### config.mk
export PLATFORM = sky130hd
export DESIGN_NAME = put_fsm
export DESIGN_NICKNAME = d
export VERILOG_FILES = /design/src/rtl/put_fsm.sv
export SDC_FILE = /design/constraint.sdc
export NUM_CORES = 1
export LEC_CHECK = 0
export BUFFER_PORTS_ARGS = -buffer_cell sky130_fd_sc_hd__buf_2
export CORE_MARGIN = 2
export CORE_UTILIZATION = 46
export CTS_CLUSTER_DIAMETER = 40
export CTS_CLUSTER_SIZE = 14
export DETAILED_ROUTE_END_ITERATION = 10
export GPL_TIMING_DRIVEN = 0
export PLACE_DENSITY = 0.86
export SYNTH_ARGS = -nofsm -noshare
export SYNTH_HDL_FRONTEND = slang
export SYNTH_SLANG_ARGS = --single-unit
export TNS_END_PERCENT = 10
### constraint.sdc
create_clock -name clk -period 2.13 [get_ports clk]
set_input_delay 0.1065 -clock clk [delete_from_list [all_inputs] [get_ports clk]]
set_output_delay 0.1065 -clock clk [all_outputs]
set_load 0.02 [all_outputs]
### src/rtl/put_fsm.sv
// put_fsm: write-side sub-FSM of the cache controller.
// A PUT resolves its target slot (key hit, then free slot, then eviction
// victim), issues one write to the entry memory with a bounded wait for
// wr_ack, then pulses done/rdy_out with op_succ.
//
// Ports:
//   clk, rst_n                   clock, async active-low reset
//   en                           step enable from the top controller
//   enter                        start (or restart) a PUT, any state
//   hit, hit_idx                 key hit and its slot
//   free_valid, free_idx         lowest empty slot, if any
//   victim_idx                   replacement victim
//   wr_ack                       memory accepted the write
//   wr_req, wr_idx               write request / target slot
//   evict                        victim entry at wr_idx is being discarded
//   done, rdy_out, op_succ       completion pulse, result valid, success
//   busy                         not idle (ungated by en)
module put_fsm #(
  parameter int NUM_ENTRIES = 8,
  parameter int IDX_W       = $clog2(NUM_ENTRIES),
  parameter int MAX_WAIT    = 4
) (
  input  logic             clk,
  input  logic             rst_n,
  input  logic             en,
  input  logic             enter,
  input  logic             hit,
  input  logic [IDX_W-1:0] hit_idx,
  input  logic             free_valid,
  input  logic [IDX_W-1:0] free_idx,
  input  logic [IDX_W-1:0] victim_idx,
  input  logic             wr_ack,
  output logic             wr_req,
  output logic [IDX_W-1:0] wr_idx,
  output logic             evict,
  output logic             done,
  output logic             rdy_out,
  output logic             op_succ,
  output logic             busy
);

  localparam int CNT_W = $clog2(MAX_WAIT) + 1;
  localparam logic [CNT_W-1:0] CNT_LAST = CNT_W'(MAX_WAIT - 1);

  typedef enum logic [2:0] {
    PUT_ST_IDLE,
    PUT_ST_LOOKUP,
    PUT_ST_EVICT,
    PUT_ST_WRITE,
    PUT_ST_DONE
  } state_t;

  state_t           state_q, state_d;
  logic [IDX_W-1:0] tgt_q, tgt_d;
  logic [CNT_W-1:0] cnt_q, cnt_d;
  logic             succ_q, succ_d;

  always_ff @(posedge clk or negedge rst_n) begin
    if (!rst_n) begin
      state_q <= PUT_ST_IDLE;
      tgt_q   <= '0;
      cnt_q   <= '0;
      succ_q  <= 1'b0;
    end else begin
      state_q <= state_d;
      tgt_q   <= tgt_d;
      cnt_q   <= cnt_d;
      succ_q  <= succ_d;
    end
  end

  // enter overrides everything (including en=0) and silently drops any
  // operation in flight; otherwise nothing moves unless en is high.
  always_comb begin
    state_d = state_q;
    tgt_d   = tgt_q;
    cnt_d   = cnt_q;
    succ_d  = succ_q;
    if (enter) begin
      state_d = PUT_ST_LOOKUP;
      cnt_d   = '0;
      succ_d  = 1'b0;
    end else if (en) begin
      unique case (state_q)
        PUT_ST_LOOKUP: begin
          if (hit) begin
            tgt_d   = hit_idx;
            state_d = PUT_ST_WRITE;
          end else if (free_valid) begin
            tgt_d   = free_idx;
            state_d = PUT_ST_WRITE;
          end else begin
            tgt_d   = victim_idx;
            state_d = PUT_ST_EVICT;
          end
        end
        PUT_ST_EVICT: state_d = PUT_ST_WRITE;
        PUT_ST_WRITE: begin
          // ack is checked first so an ack in the last wait cycle succeeds
          if (wr_ack) begin
            succ_d  = 1'b1;
            state_d = PUT_ST_DONE;
          end else if (cnt_q == CNT_LAST) begin
            succ_d  = 1'b0;
            state_d = PUT_ST_DONE;
          end else if (cnt_q != '1) begin
            cnt_d = cnt_q + 1'b1;
          end
        end
        PUT_ST_DONE: state_d = PUT_ST_IDLE;
        default:     state_d = PUT_ST_IDLE;
      endcase
    end
  end

  // Moore decode; handshake outputs are gated by en, busy/wr_idx are not.
  always_comb begin
    wr_req  = en && (state_q == PUT_ST_WRITE);
    evict   = en && (state_q == PUT_ST_EVICT);
    done    = en && (state_q == PUT_ST_DONE);
    rdy_out = done;
    op_succ = done && succ_q;
    busy    = (state_q != PUT_ST_IDLE);
    wr_idx  = ((state_q == PUT_ST_EVICT) || (state_q == PUT_ST_WRITE)) ? tgt_q : '0;
  end

endmodule

==> metrics.md, run 1 <==
| Metric | Value |
|---|---|
| Post-CTS setup buffer count | 0 |
| Syn-to-layout area delta | 27.3% |
| Sequential fraction of the synthesis area | 38.0% |
| Die Span Y | 41.9 um |
| Row Count | 13 |
| N_diodes | 0 |
| Asr flop ratio synth | 100% |
| First-pass detailed-route iteration total | 3 |
| Max Cap Viol | 0 |
| Vias in the first global route | 576 |
| Nets | 117 |
| IO buf count | 23 |
| Vias per inst | 5.31 |
| Crit. End Element | primary output |
| Final Hold Slack | 104 ps |
| Setup Skew | 7.19 ps |
| Cells after Synth | 69 |
| Peak supply drop | 0.448 mV |
| Area of the multi-input gates | 367 um^2 |
| TNS Setup | 0 ps |
| Leak Pwr | 0.000440 uW |
| Post-DP HPWL | 1.05 mm |
| DRT Wirelength | 1.39 mm |
| Reg-to-reg slack, setup | 480 ps |
| Synth cell types | 32 |
| Final hold vios | 0 |
| Largest net degree at the start of global routing | 11 |
| Place WS | 491 ps |
| Full die area | 0.00175 mm^2 |
| Period Utilization, post-route | 78.8% |
| Worst-path fanout max | 9 |
| CTS Root Cell | clkbuf_4 |
| EDFF count, synth | 0 |
| Max_slew headroom | 70.0% |
| Core Region | 0.00132 mm^2 |
| Drt wl/cell | 12.4 um |
| Final setup violation count | 0 |
| Cts bufs inserted | 3 |
| Sink Count | 10 |
| Ports | 25 |
| Clock transition at the registers of the reported paths | 70 ps |
| Mapped Area | 659 um^2 |
| Total GRT Usage | 17.8% |
| Maximum clock path buffer count | 2 |
| FF+latch count, synth | 10 |
| Final WS setup | 452 ps |
| Syn_nets | 88 |
| Max Fclk | 596 MHz |
| Starting DRT DRC Count | 14 |
| GP Congestion | 0.737 |
| Status | finished clean |
| First-pass GRT wire length | 2.32 mm |
| Post-CTS Hold Buffers | 1 |
| Register Area | 250 um^2 |
| Worst Path Arrival | 1570 ps |
| Final std cell area, no fill | 840 um^2 |
| Post-DP Area | 793 um^2 |
| Worst-Margin Slew | 444 ps |
| Power Dens Cells | 634 mW/mm^2 |
| Synth warnings | 0 |
| CTS H-tree lvls | 1 |
| Initial core utilization | 50.0% |
| CTS resizes | 0 |
| Crit path time final | 1680 ps |
| Worst Path Required | 2020 ps |
| Post-DRT Antenna Nets | 0 |
| Width of the die | 41.9 um |
| Prevailing post-synth register cell | dfrtp_1 |
| Initial antenna violation count | 0 |
| Via count | 595 |
| Clock latency on the worst-skew pair | 270 ps |
| Fill count | 117 |
| Hold Crit Class | input pin to flop |
| Unrepaired setup endpoints after global routing | no |
| Critical path class | flop to primary output |
| Layout cells sized above 1 | 36.1% |
| Grt total ovfl | 0 |
| Avg Cell Area, Syn | 9.56 um^2 |
| CTS tree | built |
| Max-slew violations | 0 |
| Type of origin of the critical path | flop |
| DR DRC count | 0 |
-- per-stage QoR --
step	cells	total power [uW]	utilization, %
after floorplan	69	321	-
after global placement	107	360	60.2
after detailed placement	107	366	60.2
after CTS	112	540	63.7
after global routing	112	572	63.7
final	112	532	63.7
-- cells by family (layout without fill, tap and decap cells) --
kind of cell               count (synthesis)  after routing  synth area share (%)
muxes                                      6              6                  11.4
AOI/OAI and AO/OA                         17             17                  16.7
adders and majority gates                  3              3                  5.69
and+or+nand+nor                           25             25                  21.8
DFF                                       10             10                  38.0
buffers and inverters                      8             36                  6.45
-- sequential cells by signal, indices dropped and copies added, names as in the netlist --
register,cells
cnt_q,3
state_q,3
tgt_q,3
succ_q,1
-- path summary, 6_finish.rpt --
| kind | start | endpoint | depth (start not counted) |
|---|---|---|---|
| worst max-delay path | state_q[0] | op_succ | 4 |
| worst min-delay path | wr_ack | succ_q | 3 |
| worst max register to register | cnt_q[0] | cnt_q[2] | 5 |
| worst min register to register | tgt_q[1] | tgt_q[1] | 1 |
| max in group asynchronous | rst_n | tgt_q[2] | 2 |
| min in group asynchronous | rst_n | succ_q | 2 |
-- cells in the mapped netlist (all sizes together) (2+ instances only) --
cell type	n	area share, %
dfrtp	10	38
inv	4	2.3
ha	3	5.7
nand2	6	3.4
a21oi	4	3.0
nand3	2	1.5
o21ai	5	3.8
buf	3	3.6
a211oi	2	2.3
and2	5	4.7
nor2	4	2.3
mux2	3	6.8
mux2i	3	4.6
-- layout by cell type, fill, tap and decap left out, drive strengths merged, types with 2 or more instances in the layout --
| cell type | instances |
|---|---|
| nor2 | 4 |
| mux2i | 3 |
| o21ai | 5 |
| ha | 3 |
| and2 | 5 |
| nand2 | 6 |
| inv | 4 |
| mux2 | 3 |
| buf | 26 |
| clkbuf | 5 |
| a21oi | 4 |
| a211oi | 2 |
| dfrtp | 10 |
| nand3 | 2 |
-- metal layers --
| layer | vias to the layer above | part of all wire [%] | GRT usage (%) |
|---|---|---|---|
| met5 | - | 0 | 0 |
| met4 | 0 | 1.8 | 7.74 |
| li1 | 310 | - | - |
| met2 | 12 | 51 | 30.6 |
| met1 | 269 | 42 | 19.0 |
| met3 | 4 | 4.7 | 6.96 |
-- report_power, final --
part	internal [uW]	switching (uW)	total, uW	leakage [uW]
clock	104	65.3	169	0.0000210
combinational	70.5	66.8	137	0.000291
sequential	214	12.0	226	0.000128
-- final cells by class --
type                       instances  share of cell area, %
buffer                             4                   3.28
clock buffer                       4                   4.32
inverter                           4                   1.79
multi-input combinational         51                   43.7
sequential                        10                   29.8
tap                               15                   2.24
timing repair buffer              24                   14.9
-- worst max-delay path, stage by stage (launching register included) --
cell and delay (ps):
dfrtp_1 360, buf_2 160, nor4b_1 450, and2_1 180, buf_2 150
Note: power is estimated with default switching activity, not from simulation.
==> run 2: changes to the inputs <==
--- a/config.mk
+++ b/config.mk
@@ -5,14 +5,15 @@
 export SDC_FILE = /design/constraint.sdc
 export NUM_CORES = 1
 export LEC_CHECK = 0
+export ABC_AREA = 1
 export BUFFER_PORTS_ARGS = -buffer_cell sky130_fd_sc_hd__buf_2
 export CORE_MARGIN = 2
-export CORE_UTILIZATION = 46
+export CORE_UTILIZATION = 43
 export CTS_CLUSTER_DIAMETER = 40
 export CTS_CLUSTER_SIZE = 14
 export DETAILED_ROUTE_END_ITERATION = 10
 export GPL_TIMING_DRIVEN = 0
-export PLACE_DENSITY = 0.86
+export PLACE_DENSITY = 0.83
 export SYNTH_ARGS = -nofsm -noshare
 export SYNTH_HDL_FRONTEND = slang
 export SYNTH_SLANG_ARGS = --single-unit
==> constraint.sdc (replaced) <==
create_clock -name clk -period 1.5 [get_ports clk]
set_input_delay 0.075 -clock clk [delete_from_list [all_inputs] [get_ports clk]]
set_output_delay 0.075 -clock clk [all_outputs]
set_load 0.02 [all_outputs]
==> run 2 against run 1 <==
Net effect: first-iteration DRC count fell by 43%; count of clock-buffer cells in the layout did not move; via count rose by 28%; cell count rose by 36%; area after synthesis rose by 12%; sequential cell count did not move; largest cell class unchanged; largest power group is now combinational cells; highest routed layer unchanged.
==> metrics.md, run 2 <==
| Metric | Value |
|---|---|
| First-pass detailed-route iteration total | 4 |
| Syn_nets | 126 |
| Synth cell types | 20 |
| M1 GR Usage | 21.8% |
| Prevailing post-synth register cell | dfrtp_1 |
| Max Cap Viol | 0 |
| Total GRT Usage | 20.3% |
| Avg Cell Area, Syn | 6.92 um^2 |
| Adder-cell share of the synthesized area | 5.07% |
| DR DRC count | 0 |
| Synth warnings | 0 |
| Core Region | 0.00156 mm^2 |
| CTS Root Cell | clkbuf_4 |
| Layout cells sized above 1 | 33.8% |
| Worst Path Arrival | 1370 ps |
| CTS H-tree lvls | 1 |
| Max_slew headroom | 83.9% |
| Leading area contributor after synthesis | dfrtp_1 |
| Type of origin of the critical path | flop |
| RR Startpoint | cnt_q[0] |
| Top flop regs | cnt_q: 3 flops, state_q: 3 flops, tgt_q: 3 flops |
| Reg-to-reg slack, setup | 110 ps |
| Nets | 156 |
| Sink Count | 10 |
| Crit path time final | 1450 ps |
| Hold Crit Class | input pin to flop |
| N_diodes | 0 |
| Largest family of logic cells by synthesized area | simple AND/OR/NAND/NOR gates |
| Critical path class | flop to primary output |
| Width of the die | 45.5 um |
| Sequential fraction of the synthesis area | 33.8% |
| Post-DP Area | 881 um^2 |
| Largest net degree at the start of global routing | 11 |
| FF+latch count, synth | 10 |
| Met3 Resource Use GR | 7.54% |
| Status | finished clean |
| Area contributors post-synth | dfrtp_1 34%, nand2_1 15%, nand3_1 11% |
| Final setup violation count | 0 |
| Starting DRT DRC Count | 8 |
| Worst Path Required | 1420 ps |
| Initial antenna violation count | 0 |
| Mux cell area share after synthesis | 0% |
| Vias in the first global route | 729 |
| Via count | 763 |
| DRT Wirelength | 1.70 mm |
| Asr flop ratio synth | 100% |
| Post-CTS setup buffer count | 0 |
| Post-Synth XOR/XNOR Area | 0% |
| Clock latency on the worst-skew pair | 280 ps |
| Critical Path Sink | rdy_out |
| Setup Skew | 11.2 ps |
| Worst-Margin Slew | 241 ps |
| Clock transition at the registers of the reported paths | 70 ps |
| Peak supply drop | 0.813 mV |
| Maximum clock path buffer count | 2 |
| Post-DRT Antenna Nets | 0 |
| Cells after Synth | 107 |
| Final Hold Slack | 68.7 ps |
| Met2 GRT Util | 34.6% |
| Compound-Gate Fraction of Synth Area | 3.89% |
| Commonest cells after routing, fill and taps aside | 30 x nand2_1, 25 x buf_2, 16 x nand3_1, 14 x inv_1, 10 x nor2_1 |
| CTS tree | built |
| Crit path launch | state_q[0] |
| Final std cell area, no fill | 937 um^2 |
| Unrepaired setup endpoints after global routing | yes |
| Crit. End Element | primary output |
| Max Fclk | 692 MHz |
| Simple-Gate Fraction of Synth Area | 47.0% |
| GP Congestion | 0.783 |
| Ports | 25 |
| First-pass GRT wire length | 2.90 mm |
| Worst-path fanout max | 5 |
| Syn-to-layout area delta | 26.5% |
| Synth cell count leaders | 30 x nand2_1, 16 x nand3_1, 14 x inv_1 |
| Power Dens Cells | 1270 mW/mm^2 |
| Grt total ovfl | 0 |
| Mapped Area | 741 um^2 |
| Top Usage Layer GRT | met2 |
| Final hold vios | 0 |
| Cts bufs inserted | 3 |
| Row Count | 14 |
| Full die area | 0.00207 mm^2 |
| Drt wl/cell | 11.2 um |
| Post-DP HPWL | 1.38 mm |
| EDFF count, synth | 0 |
| Leak Pwr | 0.000550 uW |
| Most common cell after layout, fill and taps aside | nand2_1 |
| Period Utilization, post-route | 96.3% |
| Die Span Y | 45.5 um |
| R2R cell count | 8 |
| Max-slew violations | 0 |
| Most frequent cell after synthesis | nand2_1 |
| Vias per inst | 5.02 |
| Initial core utilization | 47.5% |
| IO buf count | 24 |
| Synth top area share | 33.8% |
| RR Endpoint | state_q[1] |
run 2: how the worst min path moves through the flow:
| stage | slack, ps | endpoint | cells after the start | start |
|---|---|---|---|---|
| floorplan | -220 | cnt_q[0] | 0 | rst_n |
| global placement | -50 | succ_q | 1 | rst_n |
| detailed placement | -50 | succ_q | 1 | rst_n |
| CTS | 60 | succ_q | 4 | enter |
| global route | 80 | succ_q | 3 | wr_ack |
| finish | 70 | succ_q | 4 | enter |
run 2: power breakdown:
| part | leakage (uW) | internal (uW) | total, uW | switching, uW |
|---|---|---|---|---|
| Sequential | 0.000128 | 347 | 417 | 69.5 |
| Clock | 0.0000210 | 148 | 247 | 99.5 |
| Combinational | 0.000401 | 180 | 522 | 342 |
| Total | 0.000550 | 675 | 1190 | 511 |
run 2: final cells by class:
type	instances	area, um^2
plain buffers	2	12.5
clock buffers	4	36.3
fillers	153	622
inverters	17	63.8
multi-input cells	78	422
flip-flops and latches	10	253
well taps	16	20.0
repair buffers	25	130
run 2: kinds of logic after synthesis:
kind of cell,after synthesis
AOI/OAI and AO/OA,5
adders and majority gates,3
buffers and inverters,19
and+or+nand+nor,70
DFF,10
run 2: worst max-delay path, stage by stage (launching register included):
cell	delay, ps
dfrtp_2	460
inv_1	120
nand2_1	100
nor3_2	140
buf_4	130
buf_2	150
run 2: repair_timing:
item                       CTS  global route
hold endpoints to repair    10             0
hold buffers                 1             0
gates resized for setup      1             3
setup endpoints to repair    1             7
run 2: metrics by stage:
| stage | util, % | total power [uW] | setup slack [ps] | TNS, ps | cells |
|---|---|---|---|---|---|
| 3_3_place_gp | 56.5 | 906 | 170 | 0 | 147 |
| 2_1_floorplan | - | 784 | 51.8 | 0 | 107 |
| 5_1_grt | 60.1 | 1270 | -26.1 | -49.6 | 152 |
| 3_5_place_dp | 56.5 | 933 | 106 | 0 | 147 |
| 4_1_cts | 59.8 | 1190 | 12.2 | 0 | 152 |
| 6_report | 60.1 | 1190 | 54.8 | 0 | 152 |
run 2: metal layers:
layer	part of all wire, %	vias up
met3	3.4	5
li1	-	396
met4	1.7	0
met5	0	-
met2	51	11
met1	43	351
==> run 3: changes to the inputs <==
--- a/config.mk
+++ b/config.mk
@@ -14,6 +14,7 @@
 export DETAILED_ROUTE_END_ITERATION = 10
 export GPL_TIMING_DRIVEN = 0
 export PLACE_DENSITY = 0.83
+export SETUP_SLACK_MARGIN = 0.15
 export SYNTH_ARGS = -nofsm -noshare
 export SYNTH_HDL_FRONTEND = slang
 export SYNTH_SLANG_ARGS = --single-unit
==> run 3 against run 2 <==
Net effect: clock power shrank 5%; count of clock-buffer cells in the layout is the same; first-iteration DRC count grew to 3.3 times the previous value; register-to-register slack gained 20 ps; sequential cell count is the same; clock skew shrank 9.4 ps; critical path depth grew 2; critical path type is now flop to flop; largest power group unchanged; highest routed layer unchanged.
==> metrics.md, run 3 (synthesized netlist as in run 2, its figures left out) <==
| Metric | Value |
|---|---|
| Status | finished clean |
| Worst Path Required | 1700 ps |
| Crit path time final | 1370 ps |
| Commonest cells after routing, fill and taps aside | 27 x nand2_1, 23 x buf_2, 15 x nand3_1, 12 x inv_1, 10 x buf_4 |
| Layout cells sized above 1 | 44.4% |
| WHS Endpoint | succ_q |
| Nets | 164 |
| Hold Crit Class | input pin to flop |
| CTS Root Cell | clkbuf_4 |
| Routed wl met3 | 99 um |
| Power Dens Cells | 1250 mW/mm^2 |
| Switch Pwr | 549 uW |
| Placed instance count | 147 |
| Cts bufs inserted | 3 |
| Leak Pwr | 0.000591 uW |
| Period Utilization, post-route | 91.2% |
| Share of power burned in registers | 30.2% |
| GP Congestion | 0.797 |
| Width of the die | 45.5 um |
| Final setup violation count | 0 |
| Met1 WL | 808 um |
| Max-slew violations | 0 |
| Starting DRT DRC Count | 26 |
| CTS H-tree lvls | 1 |
| Clk network pwr share | 18.0% |
| First-pass GRT wire length | 3.22 mm |
| Top flop regs | cnt_q: 3 flops, state_q: 3 flops, tgt_q: 3 flops |
| Initial core utilization | 47.5% |
| Crit. End Element | flop |
| Vias in the first global route | 803 |
| Sink Count | 10 |
| Internal Power | 756 uW |
| Final hold vios | 0 |
| Vias per inst | 5.25 |
| Total GRT Usage | 21.5% |
| Comb power frac | 51.7% |
| RR Startpoint | cnt_q[1] |
| Worst Hold Path Cells | 4 |
| Clock latency on the worst-skew pair | 260 ps |
| Critical path class | flop to flop |
| Initial antenna violation count | 0 |
| IO buf count | 24 |
| Largest net degree at the start of global routing | 11 |
| Worst Path Arrival | 1570 ps |
| Syn-to-layout area delta | 41.0% |
| Min-delay src | enter |
| Row Count | 14 |
| Via count | 840 |
| RR Endpoint | cnt_q[1] |
| R2R cell count | 7 |
| Max Cap Viol | 0 |
| Max Fclk | 731 MHz |
| Post-DP HPWL | 1.36 mm |
| CTS tree | built |
| Final Hold Slack | 97.4 ps |
| Core Region | 0.00156 mm^2 |
| Maximum clock path buffer count | 2 |
| First-pass detailed-route iteration total | 4 |
| DR WL met2 | 1.09 mm |
| Worst-path fanout max | 3 |
| Ports | 25 |
| Most common cell after layout, fill and taps aside | nand2_1 |
| Worst-Margin Slew | 223 ps |
| Post-DRT Antenna Nets | 0 |
| Clock transition at the registers of the reported paths | 60 ps |
| Type of origin of the critical path | flop |
| DRT Wirelength | 2.03 mm |
| DR DRC count | 0 |
| N_diodes | 0 |
| Finished Layout Cells | 160 |
| TNS Setup | 0 ps |
| Grt total ovfl | 0 |
| Peak supply drop | 1.03 mV |
| Net Sw Frac | 42.1% |
| Setup Skew | 1.79 ps |
| Highest routed layer | met4 |
| Reg-to-reg slack, setup | 130 ps |
| Die Span Y | 45.5 um |
| Drt wl/cell | 12.7 um |
| Full die area | 0.00207 mm^2 |
| Unrepaired setup endpoints after global routing | yes |
| Max_slew headroom | 85.1% |
==> run 3: changes by cell type in the layout (fill, tap and decap cells not counted), sizes merged <==
cell	before	now
buf	26	34
==> run 3: what timing repair did <==
action | 4_1_cts | 5_1_grt
resized for setup | 4 | 14
endpoints found under the setup margin | 10 | 14
hold buffers | 1 | 0
buffers inserted | 4 | 4
pin swaps | 1 | 7
endpoints found under the hold margin | 10 | 0
==> run 3: layout make-up <==
type | instances | area, um^2
multi-input combinational | 78 | 458
tap | 16 | 20.0
fill | 120 | 514
inverter | 17 | 66.3
clock buffer | 4 | 36.3
timing repair buffer | 33 | 199
sequential | 10 | 253
buffer | 2 | 12.5
==> run 3: power groups by stage <==
stage	clock (uW)	sequential, uW	combinational (uW)
2_1_floorplan	0	401	386
3_3_place_gp	0	410	499
3_5_place_dp	0	415	521
4_1_cts	241	389	598
5_1_grt	252	401	745
6_report	235	394	675
==> run 3: stage by stage <==
stage	power [uW]	util (%)	cell area, um^2	setup slack [ps]
after floorplan	787	-	746	177
after global placement	909	56.8	886	153
after detailed placement	936	56.8	886	102
after CTS	1230	62.2	970	145
after global routing	1400	67.0	1040	36.4
final	1300	67.0	1040	131
==> run 3: worst max-delay path by stage <==
stage / from / to / slack, ps / depth (start not counted)
after floorplan: state_q[0] / op_succ / 180 / 3
after global placement: cnt_q[0] / cnt_q[2] / 150 / 7
after detailed placement: cnt_q[0] / state_q[0] / 100 / 8
after CTS: cnt_q[0] / state_q[0] / 150 / 8
after global routing: cnt_q[1] / cnt_q[1] / 40 / 7
final: cnt_q[1] / cnt_q[1] / 130 / 7
==> run 3: layer usage <==
metal	vias to the layer above	GRT usage (%)
met3	4	3.57
met4	0	8.82
met2	36	38.3
met5	-	0
li1	413	-
met1	387	25.2
==> run 3: worst max-delay path, stage by stage (launching register included) <==
cell,delay [ps]
dfrtp_1,390
ha_2,210
ha_4,170
inv_2,60
nand2_2,60
nor2_2,180
nand4_1,150
nand2_1,100
